==> src/rtl/stream_frame_writer_if.sv <==
// rtl/stream_frame_writer_if.sv - framed valid/ready stream bundle
//
// Purpose: carries one framed input stream into stream_frame_writer.
// Signals:
//   s_valid  beat valid (source)
//   s_ready  beat accepted when s_valid & s_ready (sink)
//   s_sop    first beat of frame (source)
//   s_eop    last beat of frame (source)
//   s_data   beat payload, DATAWIDTH bits (source)
interface stream_frame_writer_if #(
   parameter int DATAWIDTH = 8
);
   logic                 s_valid;
   logic                 s_ready;
   logic                 s_sop;
   logic                 s_eop;
   logic [DATAWIDTH-1:0] s_data;

   modport master (output s_valid, s_sop, s_eop, s_data, input s_ready);
   modport slave  (input s_valid, s_sop, s_eop, s_data, output s_ready);
endinterface

==> src/rtl/stream_frame_writer.sv <==
// rtl/stream_frame_writer.sv - framed stream to async FIFO write-side front end
//
// Purpose: checks frame protocol and length of the incoming stream and drives
// the FIFO controller write command port so that only complete, well-formed
// frames are committed; everything else is aborted and counted.
// Ports:
//   clk, rst_n   write clock, asynchronous active-low reset
//   s            framed input stream (slave side)
//   w_ctrl       FIFO command: 0 NOP, 1 WRITE, 2 COMMIT, 3 ABORT (registered)
//   w_data       RAM write data, valid with WRITE (registered)
//   w_full       FIFO full, sampled at the accepting edge
//   w_error      FIFO controller error
//   last_len     length of the last committed frame
//   frm_cnt      committed frames, wraps
//   drop_cnt     aborted/discarded frames, saturates
//   err          one-cycle pulse on a protocol error
module stream_frame_writer #(
   parameter int DATAWIDTH = 8,
   parameter int ADDRWIDTH = 6,
   parameter int MAXFRAME  = 44,
   parameter int MINFRAME  = 2
) (
   input  logic                 clk,
   input  logic                 rst_n,
   stream_frame_writer_if.slave s,
   output logic [2:0]           w_ctrl,
   output logic [DATAWIDTH-1:0] w_data,
   input  logic                 w_full,
   input  logic                 w_error,
   output logic [ADDRWIDTH:0]   last_len,
   output logic [15:0]          frm_cnt,
   output logic [15:0]          drop_cnt,
   output logic                 err
);

   localparam logic [2:0] S_IDLE = 3'd0;
   localparam logic [2:0] S_RECV = 3'd1;
   localparam logic [2:0] S_DROP = 3'd2;
   localparam logic [2:0] S_CMIT = 3'd3;
   localparam logic [2:0] S_ABRT = 3'd4;

   localparam logic [2:0] C_NOP    = 3'd0;
   localparam logic [2:0] C_WRITE  = 3'd1;
   localparam logic [2:0] C_COMMIT = 3'd2;
   localparam logic [2:0] C_ABORT  = 3'd3;

   localparam logic [ADDRWIDTH:0] MAX_LEN = MAXFRAME[ADDRWIDTH:0];
   localparam logic [ADDRWIDTH:0] MIN_LEN = MINFRAME[ADDRWIDTH:0];
   localparam logic [ADDRWIDTH:0] ONE_LEN = {{ADDRWIDTH{1'b0}}, 1'b1};

   logic [2:0]           state;
   logic [ADDRWIDTH:0]   len;
   logic [ADDRWIDTH:0]   len_inc;
   logic                 abrt_eop;   // aborting beat closed the frame: skip DROP
   logic                 abrt_pend;  // runt: ABORT deferred past its final WRITE
   logic                 accept;
   logic                 abort_now;
   logic                 abort_err;
   logic                 drop_evt;

   assign s.s_ready = (state == S_IDLE) || (state == S_RECV) || (state == S_DROP);
   assign accept    = s.s_valid & s.s_ready;
   assign len_inc   = len + ONE_LEN;

   // Abort decision in RECV. sop outranks FIFO trouble, which outranks
   // oversize; only sop and oversize count as protocol errors.
   always_comb begin
      abort_now = 1'b0;
      abort_err = 1'b0;
      drop_evt  = 1'b0;
      case (state)
         S_IDLE: drop_evt = accept & s.s_sop & s.s_eop & (MINFRAME != 1);
         S_RECV: begin
            if (accept) begin
               abort_now = s.s_sop | w_full | w_error | (len == MAX_LEN);
               abort_err = s.s_sop | (~w_full & ~w_error & (len == MAX_LEN));
            end else begin
               abort_now = w_error;
            end
            drop_evt = abort_now;
         end
         S_ABRT: drop_evt = abrt_pend;
         default: drop_evt = 1'b0;
      endcase
   end

   always_ff @(posedge clk or negedge rst_n) begin
      if (!rst_n) begin
         state     <= S_IDLE;
         len       <= '0;
         abrt_eop  <= 1'b0;
         abrt_pend <= 1'b0;
         w_ctrl    <= C_NOP;
         w_data    <= '0;
         last_len  <= '0;
         frm_cnt   <= '0;
         drop_cnt  <= '0;
         err       <= 1'b0;
      end else begin
         w_ctrl <= C_NOP;
         err    <= 1'b0;
         if (drop_evt && (drop_cnt != 16'hFFFF)) begin
            drop_cnt <= drop_cnt + 16'd1;
         end
         case (state)
            S_IDLE: begin
               if (accept) begin
                  if (!s.s_sop) begin
                     err <= 1'b1;
                  end else if (!s.s_eop || (MINFRAME == 1)) begin
                     w_ctrl <= C_WRITE;
                     w_data <= s.s_data;
                     len    <= ONE_LEN;
                     state  <= s.s_eop ? S_CMIT : S_RECV;
                  end else begin
                     err <= 1'b1;
                  end
               end
            end
            S_RECV: begin
               if (abort_now) begin
                  // ABORT goes out now, in the slot the discarded beat would have used
                  w_ctrl   <= C_ABORT;
                  err      <= abort_err;
                  abrt_eop <= accept & s.s_eop;
                  state    <= S_ABRT;
               end else if (accept) begin
                  w_ctrl <= C_WRITE;
                  w_data <= s.s_data;
                  len    <= len_inc;
                  if (s.s_eop) begin
                     if (len_inc >= MIN_LEN) begin
                        state <= S_CMIT;
                     end else begin
                        abrt_pend <= 1'b1;
                        abrt_eop  <= 1'b1;
                        state     <= S_ABRT;
                     end
                  end
               end
            end
            S_DROP: begin
               if (accept && s.s_eop) begin
                  state <= S_IDLE;
               end
            end
            S_CMIT: begin
               w_ctrl   <= C_COMMIT;
               last_len <= len;
               frm_cnt  <= frm_cnt + 16'd1;
               state    <= S_IDLE;
            end
            S_ABRT: begin
               if (abrt_pend) begin
                  w_ctrl    <= C_ABORT;
                  err       <= 1'b1;
                  abrt_pend <= 1'b0;
               end
               state <= abrt_eop ? S_IDLE : S_DROP;
            end
            default: state <= S_IDLE;
         endcase
      end
   end

endmodule
==> src/flat_wrapper.sv <==
// flat-port wrapper written by rule: the top's interface ports become plain ports
module stream_frame_writer_flat 
#(
   parameter int DATAWIDTH = 8,
   parameter int ADDRWIDTH = 6,
   parameter int MAXFRAME  = 44,
   parameter int MINFRAME  = 2
)
  (clk, rst_n, w_ctrl, w_data, w_full, w_error, last_len, frm_cnt, drop_cnt, err, s_s_valid, s_s_sop, s_s_eop, s_s_data, s_s_ready);
  stream_frame_writer_if #(.DATAWIDTH(DATAWIDTH)) s_i ();
  input  logic clk;
  input  logic rst_n;
  output logic [2:0] w_ctrl;
  output logic [DATAWIDTH-1:0] w_data;
  input  logic w_full;
  input  logic w_error;
  output logic [ADDRWIDTH:0] last_len;
  output logic [15:0] frm_cnt;
  output logic [15:0] drop_cnt;
  output logic err;
  input wire logic [$bits(s_i.s_valid)-1:0] s_s_valid;
  input wire logic [$bits(s_i.s_sop)-1:0] s_s_sop;
  input wire logic [$bits(s_i.s_eop)-1:0] s_s_eop;
  input wire logic [$bits(s_i.s_data)-1:0] s_s_data;
  output wire logic [$bits(s_i.s_ready)-1:0] s_s_ready;
  assign s_i.s_valid = s_s_valid;
  assign s_i.s_sop = s_s_sop;
  assign s_i.s_eop = s_s_eop;
  assign s_i.s_data = s_s_data;
  assign s_s_ready = s_i.s_ready;
  stream_frame_writer #(.DATAWIDTH(DATAWIDTH), .ADDRWIDTH(ADDRWIDTH), .MAXFRAME(MAXFRAME), .MINFRAME(MINFRAME)) u_core (.clk(clk), .rst_n(rst_n), .s(s_i), .w_ctrl(w_ctrl), .w_data(w_data), .w_full(w_full), .w_error(w_error), .last_len(last_len), .frm_cnt(frm_cnt), .drop_cnt(drop_cnt), .err(err));
endmodule
==> config.mk <==
export PLATFORM = sky130hd
export DESIGN_NAME = stream_frame_writer_flat
export DESIGN_NICKNAME = d
export VERILOG_FILES = /design/src/rtl/stream_frame_writer_if.sv /design/src/rtl/stream_frame_writer.sv /design/src/flat_wrapper.sv
export SDC_FILE = /design/constraint.sdc
export NUM_CORES = 1
export LEC_CHECK = 0
export BUFFER_PORTS_ARGS = -buffer_cell sky130_fd_sc_hd__buf_2
export CAP_MARGIN = 30
export CORE_UTILIZATION = 59
export DETAILED_ROUTE_END_ITERATION = 6
export GPL_ROUTABILITY_DRIVEN = 0
export HOLD_SLACK_MARGIN = 0.12
export PLACE_DENSITY = 0.91
export SYNTH_ARGS = -nofsm -noshare
export SYNTH_HDL_FRONTEND = slang
export SYNTH_SLANG_ARGS = --single-unit
==> constraint.sdc <==
create_clock -name clk -period 5.4 [get_ports clk]
set_clock_uncertainty 0.2 [all_clocks]
set_input_delay 0 -clock clk [delete_from_list [all_inputs] [get_ports clk]]
set_output_delay 0 -clock clk [all_outputs]
set_load 0.05 [all_outputs]
### Word level (Yosys, flattened, before mapping)

Cells that the tools add are included.

| storage, ports and cells | value |
|---|---|
| register bits | 63 |
| word-level logic and storage cells | 101 |
| output and inout bits | 52 |

| operators by class | value |
|---|---|
| $add $sub $neg | 3 |
| bitwise logic cells | 12 |
| muxes and demuxes | 45 |
| equal/unequal tests | 17 |
| $lt $le $gt $ge | 1 |
| reduce and logical (&&, ||, !) cells | 13 |

Operator list:

| kind | count |
|---|---|
| 2-to-1 mux 8 bit | 5 |
| 2-to-1 mux 7 bit | 5 |
| 2-to-1 mux 3 bit | 11 |
| adder 16 x 1 -> 16 bit (second input constant) | 2 |
| case mux 3 bit (4 select lines) | 2 |
| inequality test 16 bit (second input constant) | 1 |
| case mux 8 bit (2 select lines) | 1 |
| 2-to-1 mux 1 bit | 15 |
| case mux 7 bit (2 select lines) | 1 |
| inequality test 2 bit (second input constant) | 6 |
| AND reduction 6 bit | 2 |
| nonzero test 2 bit | 4 |
| adder 7 x 1 -> 7 bit (second input constant) | 1 |
| equality test 7 x 6 -> 1 bit (second input constant) | 1 |
| >= comparator 7 x 2 -> 1 bit (second input constant) | 1 |
| bitwise AND 1 bit | 6 |
| equality test 3 x 2 -> 1 bit (second input constant) | 2 |
| inequality test 2 x 1 -> 1 bit (second input constant) | 3 |
| case mux 1 bit (3 select lines) | 2 |
| AND reduction 5 bit | 1 |
| 2-to-1 mux 2 bit | 2 |
| OR 1 bit | 4 |
| AND reduction 4 bit | 1 |
| equality test 3 x 1 -> 1 bit (second input constant) | 1 |
| other kinds (8) | 11 |

### Longest topological paths before layout

| logic depth | value |
|---|---|
| depth after elaboration | 8 |
| depth in mapped cells | 7 |
| depth with buffers taken out | 6 |

### Worst setup path after synthesis

Ideal clock, no wire load.

| timing | value |
|---|---|
| path kind | reg-to-reg |
| start | register u_core.drop_cnt[0] |
| end | register u_core.drop_cnt[1] |
| required time | 5.072 ns |
| slack | 3.075 ns |
| arrival | 1.997 ns |
| path buffers | 0 |
| stages on the path, launching flop included | 7 |
| setup time | 0.128 ns |
| path through | dfrtp_1 ha_1 nand2_1 nor4_4 nand2_2 o21ai_2 mux2_1 |

| between the ends | value |
|---|---|
| longest elaborated chain between the ends | 2 |

RTL lines:

| what | line | source |
|---|---|---|
| start, declared | stream_frame_writer.sv:32 | `output logic [15:0] drop_cnt,` |
| start signal, assigned | stream_frame_writer.sv:103 | `drop_cnt <= drop_cnt + 16'd1;` |
| parallel branches: the longest is 2 deep, another holds adder 16 x 1 -> 16 bit | -- |  |

Several ways; the timed one is not identified.
A chain may end at the register's enable or synchronous reset.

### Worst setup path in the final report

| timing | value |
|---|---|
| start | register u_core.len[0] |
| end | register u_core.state[2] |

| between the ends | value |
|---|---|
| longest elaborated chain between the ends | 7 |

RTL lines:

| what | line | source |
|---|---|---|
| start, declared | stream_frame_writer.sv:52 | `logic [ADDRWIDTH:0] len;` |
| start signal, assigned | stream_frame_writer.sv:130 | `len <= len_inc;` |
| adder 7 x 1 -> 7 bit | stream_frame_writer.sv:63 | `assign len_inc = len + ONE_LEN;` |
| >= comparator 7 x 2 -> 1 bit | stream_frame_writer.sv:132 | `if (len_inc >= MIN_LEN) begin` |
| 2-to-1 mux 3 bit | stream_frame_writer.sv:132 |  |
| 2-to-1 mux 3 bit | stream_frame_writer.sv:131 | `if (s.s_eop) begin` |
| 2-to-1 mux 3 bit | stream_frame_writer.sv:127 | `end else if (accept) begin` |
| 2-to-1 mux 3 bit | stream_frame_writer.sv:121 | `if (abort_now) begin` |
| case mux 3 bit (4 select lines) | stream_frame_writer.sv:105 | `case (state)` |
| end signal, assigned | stream_frame_writer.sv:114 | `state <= s.s_eop ? S_CMIT : S_RECV;` |
| end signal, assigned | stream_frame_writer.sv:159 | `state <= abrt_eop ? S_IDLE : S_DROP;` |
| end, declared | stream_frame_writer.sv:51 | `logic [2:0] state;` |

Several ways; a longest one is shown, not always the timed one. The select of a mux whose other input is x is not followed.

==> summary.txt <==
Run status
  • Status: completed

Floorplan
  • Initial core utilization: 61.7%
  • Die Y: 75.6 microns
  • Core footprint: 5170 sq um
  • Die ar.: 5710 sq um
  • IO Pins: 67
  • Rows: 26
  • Chip width: 75.6 microns

Synth
  • Net Count, Synth: 322
  • Yosys warns: 0
  • Register area share after synthesis: 48.6%
  • Top FF cell, synth: dfrtp_1
  • Count of flip-flops with a built-in enable after synthesis: 0
  • Mean Syn Cell Area: 10.6 sq um
  • Mapped Cells: 302
  • Synthesized flop and latch total: 62
  • Post-synth cell types: 51
  • Post-Syn Area: 3190 sq um
  • Asr flop ratio synth: 100%

Worst setup path
  • CP Data Arrival Time: 3.05 ns
  • Critical path's slowest cell: dlygate4sd3_1
  • Top Family by Delay on Critical Path: buffers and inverters
  • Worst setup path class: reg -> reg
  • Critical Path Fanout Max: 4
  • CP Capture Type: flop
  • Crit path buffers/inverters: 3
  • Critical path data required time: 5.43 ns
  • Most used cell, CP: dlygate4sd3_1
  • R2R setup slack: 2.38 ns
  • Max incr delay on CP: 0.60 ns
  • Startpoint types: flop
  • Crit-path cells: inv_1 -> ha_1 -> and3_1 -> or4_1 -> a21oi_1 -> dlygate4sd3_1 -> a211oi_1 -> dlygate4sd3_1

Clock tree
  • H-Tree Level Count: 3
  • Clk root buf: clkbuf_8
  • CTS tree: done
  • Clock tree buffer depth: 2
  • CTS sink cnt: 62
  • Post_cts resized: 0
  • Inserted Clock Buffers: 9
  • Worst-skew pair later-pin latency: 0.35 ns
  • CTS clock-pin slew for the worst setup and hold paths: 0.07 ns

Global route
  • Initial antenna violation count: 0
  • Aggregate global-route resource usage: 27.0%
  • Number of global-route vias before repair: 2376
  • Overflow after GRT: 0
  • Largest net degree at the start of global routing: 63
  • First-pass GRT wire length: 11.3 mm

Layout
  • Final Instance Area: 3920 sq um
  • Nets@finish: 407
  • Ant. Diodes: 0
  • Layout Utilization: 75.7%
  • P&R area growth vs syn: 22.7%
  • Fill cells: 321
  • Fraction of layout cells with a size suffix above 1: 28.3%

Placed design
  • DP Wirelength: 4.63 mm
  • I/O Buffers: 65
  • Post-DP Area: 3530 sq um

Power
  • Sw power: 0.818 mW
  • PnR Total Power: 1.83 mW
  • Leakage: 1.85 nW
  • Clock power frac: 22.5%
  • Sequential power share: 36.6%
  • Int Power: 1.01 mW
  • Worst vdd rail ir drop: 0.379 mV
  • Comb power frac: 40.9%
  • PwrDens: 466 nW/um^2
  • Sw Ratio: 44.8%

Routing
  • DR vias: 2610
  • Total iterations of the first detailed-routing run: 4
  • Detail Route Antenna Nets: 0
  • Drt drc: 0
  • Routed wire length: 6.96 mm
  • Post-DR vias/cell: 5.65
  • Drt initial violations: 256
  • WL per Instance: 15.1 microns

STA
  • Final Hold Vio Count: 0
  • Minimum clock period after layout: 3.02 ns
  • Final Slew Violations: 0
  • Slew headroom: 50.8%
  • Worst-Margin Slew: 0.738 ns
  • Worst hold slack: 0.143 ns
  • Final Setup Violations: 0
  • Max Fclk: 331 MHz
  • RSZ-0062 raised after global routing: false
  • TNS Setup: 0 ns
  • Final worst-path cycle share: 56.0%

Flow run
  • Maxcap violations: 0

Hold path
  • Hold/Removal Path Class: in -> async
[flip-flops by register name, summed over array words and instances, names as in the netlist]
signal	cells
u_core.w_data	8
u_core.len	7
u_core.err	1
u_core.last_len	7
u_core.frm_cnt	16
u_core.drop_cnt	16
u_core.state	3
u_core.w_ctrl	2
u_core.abrt_pend	1
u_core.abrt_eop	1
[cells by family (layout without fill, tap and decap cells)]
logic type | count (synthesis) | in the layout | share of synthesized area [%]
other | 1 | 1 | 0.117
adders and majority gates | 5 | 5 | 1.96
DFF | 62 | 62 | 48.6
buffers and inverters | 19 | 109 | 3.61
AOI/OAI and AO/OA | 58 | 58 | 14.0
muxes | 11 | 11 | 3.88
and+or+nand+nor | 112 | 112 | 18.5
xor gates and xnor gates | 34 | 34 | 9.33
[path summary, 6_finish.rpt]
kind / depth (start not counted) / startpoint / to
worst max-delay path: 8 / u_core.len[0]$_DFFE_PN0P_ / u_core.state[2]$_DFFE_PN0P_
worst min-delay path: 3 / rst_n / u_core.drop_cnt[5]$_DFFE_PN0P_
max in group asynchronous: 3 / rst_n / u_core.drop_cnt[15]$_DFFE_PN0P_
worst min register to register: 2 / u_core.last_len[6]$_DFFE_PN0P_ / u_core.last_len[6]$_DFFE_PN0P_
min in group clk: 3 / s_s_data[0] / u_core.w_data[0]$_DFFE_PN0P_
worst max register to register: 8 / u_core.len[0]$_DFFE_PN0P_ / u_core.state[2]$_DFFE_PN0P_
[final cells by class]
type                       count  area [sq um]  share of cell area (%)
clock buffer                  10           138                    3.51
clock inverter                 6          61.3                    1.57
inverter                       8          30.0                   0.767
multi-input combinational    221          1530                    38.9
sequential                    62          1550                    39.6
tap                           70          87.6                    2.24
timing repair buffer          85           523                    13.4
[synthesized netlist by cell type, types with 2 or more instances]
cell	count	area [sq um]
dfrtp_1	62	1550
inv_1	8	30.0
o31ai_2	5	62.6
xor2_1	8	70.1
a211oi_1	2	15.0
ha_1	5	62.6
and3_1	8	50.1
nand2_1	36	135
a31oi_1	2	12.5
nand3_1	17	85.1
xnor2_1	26	228
nor2b_1	2	12.5
a31oi_4	2	42.5
and4_1	2	17.5
o211ai_1	10	75.1
clkbuf_1	2	7.51
o31ai_1	3	22.5
mux2_2	9	101
buf_4	3	22.5
o21ai_0	13	65.1
o21ai_1	6	30.0
a21oi_1	7	35.0
buf_6	4	45.0
o21ai_2	2	17.5
mux2_1	2	22.5
buf_2	2	10.0
nand4_1	6	37.5
nand2b_1	4	25.0
nor2_1	17	63.8
nor3_1	6	30.0
[what timing repair did]
item,4_1_cts,5_1_grt
hold buffers,19,0
setup buffers,0,0
hold endpoints to repair,78,0
[cells in the final DEF (no fill, tap or decap), types with 2 or more instances in the layout]
master and count:
a211oi_1 2, a21oi_1 7, a31oi_1 2, a31oi_4 2
and3_1 8, and4_1 2, buf_2 65, clkbuf_8 10
clkinv_2 3, dfrtp_1 62, dlygate4sd3_1 19, ha_1 5
inv_1 8, mux2_1 2, mux2_2 9, nand2_1 36
nand2b_1 4, nand3_1 17, nand4_1 6, nor2_1 17
nor2b_1 2, nor3_1 6, o211ai_1 10, o21ai_0 13
o21ai_1 6, o21ai_2 2, o31ai_1 3, o31ai_2 5
xnor2_1 26, xor2_1 8
[worst min-delay path, stage by stage]
cell and delay [ns]:
dlygate4sd3_1 0.51, buf_2 0.10, buf_4 0.59
[power groups by stage]
| stage | combinational (mW) | clock (mW) | sequential (mW) |
|---|---|---|---|
| after floorplan | 0.312 | 0 | 0.934 |
| after global placement | 0.711 | 0 | 0.666 |
| after detailed placement | 0.721 | 0 | 0.674 |
| after CTS | 0.741 | 0.410 | 0.665 |
| after global routing | 0.796 | 0.435 | 0.687 |
| final | 0.746 | 0.410 | 0.669 |
[per-stage QoR]
stage	setup WS, ns	cells
6_report	2.38	462
5_1_grt	2.28	462
4_1_cts	2.46	462
3_5_place_dp	2.78	427
3_3_place_gp	2.92	427
2_1_floorplan	3.08	302
[per-layer routing]
layer	global-route usage (%)	share of wire, %
met5	0	0
met4	12.6	2.3
met3	5.69	5.5
met2	43.0	50
met1	35.7	42
Note: power is estimated with default switching activity, not from simulation.
